==> src/rtl/cpu_pkg.sv <==
// Shared types, default widths and helpers for the execute stage.
package cpu_pkg;

  localparam int N_DEF = 32;
  localparam int M_DEF = 2;

  typedef enum logic [2:0] {
    OP_ADD  = 3'b000,
    OP_SUB  = 3'b001,
    OP_AND  = 3'b010,
    OP_OR   = 3'b011,
    OP_XOR  = 3'b100,
    OP_SLT  = 3'b101,
    OP_MUL  = 3'b110,
    OP_PASS = 3'b111
  } op_e;

  // Register-file write id meaning "no write": only bit m (the MSB of an
  // (m+1)-bit id) is set. Callers truncate to m+1 bits.
  function automatic logic [31:0] no_write_id(input int unsigned m);
    no_write_id = 32'd1 << m;
  endfunction

endpackage

==> src/rtl/mul_seq.sv <==
// Iterative shift-add multiplier datapath; exactly N steps per product,
// no early exit. The caller decides when to load and when to step.
module mul_seq #(
  parameter int N = 32
) (
  input  logic         clk,
  input  logic         rst,
  input  logic         start,
  input  logic         step,
  input  logic [N-1:0] a,
  input  logic [N-1:0] b,
  output logic         done,
  output logic [N-1:0] result
);

  localparam int CW = (N > 1) ? $clog2(N) : 1;

  logic [N-1:0]  mcand;
  logic [N-1:0]  mplier;
  logic [N-1:0]  acc;
  logic [CW-1:0] cnt;

  // result is the accumulator after the current step, so on the final step
  // the caller can capture the finished product at the same edge.
  assign result = mplier[0] ? (acc + mcand) : acc;
  assign done   = step && (cnt == CW'(N - 1));

  // Load operands on start, otherwise advance one shift-add iteration per step.
  always_ff @(posedge clk or negedge rst) begin
    if (!rst) begin
      mcand  <= '0;
      mplier <= '0;
      acc    <= '0;
      cnt    <= '0;
    end else if (start) begin
      mcand  <= a;
      mplier <= b;
      acc    <= '0;
      cnt    <= '0;
    end else if (step) begin
      acc    <= result;
      mcand  <= mcand << 1;
      mplier <= mplier >> 1;
      cnt    <= cnt + CW'(1);
    end
  end

endmodule

==> src/rtl/exec_unit.sv <==
// Execute stage: single-cycle ALU ops written straight to the register file
// write port, plus a multi-cycle multiply run through mul_seq.
module exec_unit
  import cpu_pkg::*;
#(
  parameter int N = N_DEF,
  parameter int M = M_DEF
) (
  input  logic         clk,
  input  logic         rst,
  input  logic         in_valid,
  output logic         in_ready,
  input  op_e          op,
  input  logic [M-1:0] rd,
  input  logic [N-1:0] a,
  input  logic [N-1:0] b,
  output logic [M:0]   w1,
  output logic [N-1:0] w,
  output logic         busy
);

  typedef enum logic {ST_IDLE, ST_MUL} state_e;

  localparam logic [M:0] NO_WRITE = (M + 1)'(no_write_id(M));

  state_e       state;
  state_e       next_state;
  logic         accept;
  logic         mul_start;
  logic         mul_step;
  logic         mul_done;
  logic [N-1:0] mul_result;
  logic [N-1:0] alu_result;
  logic [M-1:0] rd_lat;

  assign accept = in_valid && in_ready;

  mul_seq #(.N(N)) u_mul (
    .clk    (clk),
    .rst    (rst),
    .start  (mul_start),
    .step   (mul_step),
    .a      (a),
    .b      (b),
    .done   (mul_done),
    .result (mul_result)
  );

  // State register.
  always_ff @(posedge clk or negedge rst) begin
    if (!rst) state <= ST_IDLE;
    else      state <= next_state;
  end

  // Next state and handshake: ready only in IDLE, MUL iterates until done.
  always_comb begin
    next_state = state;
    in_ready   = 1'b0;
    busy       = 1'b0;
    mul_start  = 1'b0;
    mul_step   = 1'b0;
    case (state)
      ST_IDLE: begin
        in_ready = 1'b1;
        if (accept && op == OP_MUL) begin
          mul_start  = 1'b1;
          next_state = ST_MUL;
        end
      end
      ST_MUL: begin
        busy     = 1'b1;
        mul_step = 1'b1;
        if (mul_done) next_state = ST_IDLE;
      end
      default: next_state = ST_IDLE;
    endcase
  end

  // Single-cycle ALU; the MUL code is handled by mul_seq, not here.
  always_comb begin
    alu_result = '0;
    case (op)
      OP_ADD:  alu_result = a + b;
      OP_SUB:  alu_result = a - b;
      OP_AND:  alu_result = a & b;
      OP_OR:   alu_result = a | b;
      OP_XOR:  alu_result = a ^ b;
      OP_SLT:  alu_result = {{(N-1){1'b0}}, ($signed(a) < $signed(b))};
      OP_PASS: alu_result = b;
      default: alu_result = '0;
    endcase
  end

  // Write-port registers: one write pulse per completed op, w holds otherwise.
  always_ff @(posedge clk or negedge rst) begin
    if (!rst) begin
      w1     <= NO_WRITE;
      w      <= '0;
      rd_lat <= '0;
    end else begin
      w1 <= NO_WRITE;
      case (state)
        ST_IDLE: begin
          if (accept) begin
            if (op == OP_MUL) begin
              rd_lat <= rd;
            end else begin
              w1 <= {1'b0, rd};
              w  <= alu_result;
            end
          end
        end
        ST_MUL: begin
          if (mul_done) begin
            w1 <= {1'b0, rd_lat};
            w  <= mul_result;
          end
        end
        default: ;
      endcase
    end
  end

endmodule
==> config.mk <==
export PLATFORM = sky130hd
export DESIGN_NAME = exec_unit
export DESIGN_NICKNAME = d
export VERILOG_FILES = /design/src/rtl/cpu_pkg.sv /design/src/rtl/mul_seq.sv /design/src/rtl/exec_unit.sv
export SDC_FILE = /design/constraint.sdc
export NUM_CORES = 1
export LEC_CHECK = 0
export BUFFER_PORTS_ARGS = -buffer_cell sky130_fd_sc_hd__buf_4
export CAP_MARGIN = 10
export CORE_MARGIN = 2
export CORE_UTILIZATION = 55
export DETAILED_ROUTE_END_ITERATION = 16
export PLACE_DENSITY = 0.74
export SYNTH_ARGS = -nofsm -noshare
export SYNTH_HDL_FRONTEND = slang
export SYNTH_SLANG_ARGS = --single-unit
==> constraint.sdc <==
create_clock -name clk -period 4.2 [get_ports clk]
set_input_delay 0.42 -clock clk [delete_from_list [all_inputs] [get_ports clk]]
set_output_delay 0.42 -clock clk [all_outputs]
set_load 0.03 [all_outputs]
==> flow_metrics.env <==
export IMPL_cts_buffers=17
export IMPL_syn_avg_cell_area_um2=8.11
export IMPL_grt_max_degree=80
export IMPL_place_ws_ns=0.462
export IMPL_synth_area_um2=13100
export IMPL_reg2reg_slack_ns=0.54
export IMPL_reg2reg_from="u_mul.mcand[0]"
export IMPL_r2r_end="w[28]"
export IMPL_setup_ws_ns=0.544
export IMPL_worstPathRequired_ns=4.52
export IMPL_wl_met1_mm=18.5
export IMPL_syn_inst=1615
export IMPL_worst_setup_path_type="reg2reg"
export IMPL_synth_seq_cells=139
export IMPL_grt_usage_pct=34.7
export IMPL_cts_tree="done"
export IMPL_fmax_ghz=0.274
export IMPL_p_leak_nw=7.49
export IMPL_clockBufferDepth=2
export IMPL_ir_drop_uv=241
export IMPL_ios=109
export IMPL_regArea_um2=3480
export IMPL_synth_commonest_cells="171 x inv_1, 146 x ha_1, 138 x dfrtp_1"
export IMPL_crit_end="w[28]"
export IMPL_core_area_um2=23400
export IMPL_port_buffers=108
export IMPL_finalClockSkew_ns=0.0151
export IMPL_synth_edff_count=0
export IMPL_tightestPinTransition_ns=1.28
export IMPL_hold_depth=3
export IMPL_maxSlewViolCount=0
export IMPL_ctsHoldBuffers=1
export IMPL_synth_async_reset_ratio_pct=100
export IMPL_power_density_nw_per_um2=526
export IMPL_diodes=0
export IMPL_multi_input_area_um2=8570
export IMPL_synth_most_common_cell="inv_1"
export IMPL_ys_types=83
export IMPL_met2_length_mm=19.5
export IMPL_critPathCaptureType="register"
export IMPL_path_clk_slew_ns=0.07
export IMPL_grt_overflow=0
export IMPL_status="finished, final reports clean"
export IMPL_start_util_pct=56.0
export IMPL_crit_fanout=3
export IMPL_synth_flop_cell="dfrtp_1"
export IMPL_finalHoldViolCount=0
export IMPL_yosys_warnings=0
export IMPL_ctsRootBufferMaster="clkbuf_16"
export IMPL_start_kind="register"
export IMPL_hpwlAfterDp_mm=31.5
export IMPL_grt_pass1_wl_mm=67.1
export IMPL_hp_class="in2reg"
export IMPL_drive_gt1_share_pct=12.3
export IMPL_crit_start="u_mul.mcand[0]"
export IMPL_ctsResizeCount=0
export IMPL_synthTopCellsByArea="dfrtp_1 26%, ha_1 14%, a21oi_1 5.2%"
export IMPL_wl_met3_mm=3.41
export IMPL_arrival_ns=3.98
export IMPL_tns_ns=0
export IMPL_finalWirelength_mm=42.9
export IMPL_fin_cells=1988
export IMPL_syn_nets=1836
export IMPL_finalCritPeriodShare_pct=87.0
export IMPL_drtPass1Iterations=8
export IMPL_fp_dieH_um=158
export IMPL_synth_top_cell_by_area="dfrtp_1"
export IMPL_synth_seq_area_share_pct=26.6
export IMPL_dieArea_um2=25100
export IMPL_dieWidth_um=158
export IMPL_p_total_mw=7.76
export IMPL_finalSetupViolations=0
export IMPL_grt_pass1_vias=12115
export IMPL_drv_cap=0
export IMPL_avgViaCountPerCell=6.50
export IMPL_clock_sinks=139
export IMPL_period_minus_slack_ns=3.66
export IMPL_postCtsSetupBuffers=0
export IMPL_drt_iter0_drc=1839
export IMPL_synth_top_area_share_pct=26.4
export IMPL_htreeDepth=4
export IMPL_rsz0062_at_grt="no"
export IMPL_clk_latency_ns=0.44
export IMPL_gp_congestion=1.00
export IMPL_fill_cells=2114
export IMPL_placed_cells=1956
export IMPL_antenna_found_initial=0
export IMPL_hold_slack_ns=0.218
export IMPL_syn_to_final_growth_pct=12.6
export IMPL_antenna_left=0
export IMPL_wl_per_cell_um=21.6
export IMPL_hp_start="b[7]"
export IMPL_top_layer_used="met4"
export IMPL_fin_nets=1878
export IMPL_relSlewSlack_pct=14.4
export IMPL_drc=0
export IMPL_row_count=56
export IMPL_vias=12931
export IMPL_ff2ff_path_depth=12
-- how the worst min path moves through the flow --
stage | endpoint | slack [ns]
2_1_floorplan | rd_lat[0] | 0.12
3_3_place_gp | u_mul.mplier[13] | 0.44
3_5_place_dp | u_mul.mplier[13] | 0.45
4_1_cts | u_mul.mplier[0] | 0.21
5_1_grt | u_mul.mplier[10] | 0.22
6_report | u_mul.mplier[7] | 0.22
-- cell families (layout without fill, tap and decap cells) --
family,Yosys count,in the layout,share of synthesized area (%)
AO/OA/AOI/OAI,570,570,30.3
XOR/XNOR,53,53,3.54
adder cells (fa/ha/maj),149,149,14.4
buffers and inverters,281,335,8.21
flip-flops,139,139,26.6
multiplexers,45,45,3.56
AND/OR/NAND/NOR,378,378,13.4
-- state kept, by name, indices dropped and copies added (netlist names) --
| signal | count |
|---|---|
| w | 32 |
| rd_lat | 2 |
| u_mul.acc | 32 |
| u_mul.cnt | 5 |
| state | 1 |
| u_mul.mplier | 32 |
| u_mul.mcand | 32 |
| w1 | 3 |
-- layout by cell type (no fill, tap or decap), types with 37 or more instances in the layout --
cell type	instances
a22oi_1	39
dfrtp_1	137
nor2_1	129
a222oi_1	63
buf_4	129
a21o_1	37
nand2_1	110
inv_1	171
o21ai_0	80
xnor2_1	38
ha_1	146
a21oi_1	136
-- final cells by class --
cell class              instances  area share [%]
clock buffers                  20            3.03
clock inverters                11            1.31
inverters                     172            4.38
multi-input cells            1195            58.1
flip-flops and latches        139            23.6
well taps                     319            2.71
repair buffers                132            6.84
-- metrics by stage --
| step | util (%) | instance area (µm²) |
|---|---|---|
| floorplan | - | 13100 |
| global placement | 60.3 | 14100 |
| detailed placement | 60.3 | 14100 |
| CTS | 63.0 | 14800 |
| global route | 63.0 | 14800 |
| finish | 63.0 | 14800 |
-- critical path, cell delays in order, from the launching register on --
cell and delay (ns):
dfrtp_1 0.41, ha_1 0.23, fa_1 0.40, a21oi_1 0.25, o21a_1 0.26, o31ai_1 0.21, o31a_1 0.40, a32oi_2 0.31
o311ai_1 0.18, and4b_1 0.21, or3_1 0.41, a2bb2oi_1 0.18, o21ai_1 0.07
-- per-layer routing --
metal  global-route usage (%)  vias up
met3                     5.55       95
li1                         -     5997
met2                     55.3      602
met1                     47.4     6237
met4                     13.7        0
met5                        0        -
-- where the power goes --
| group | leakage, nW | switching (mW) | total (mW) | internal, mW |
|---|---|---|---|---|
| logic | 5.37 | 2.35 | 3.80 | 1.45 |
| clock network | 0.310 | 0.641 | 1.71 | 1.07 |
| registers | 1.81 | 0.429 | 2.25 | 1.82 |
Note: power is estimated with default switching activity, not from simulation.
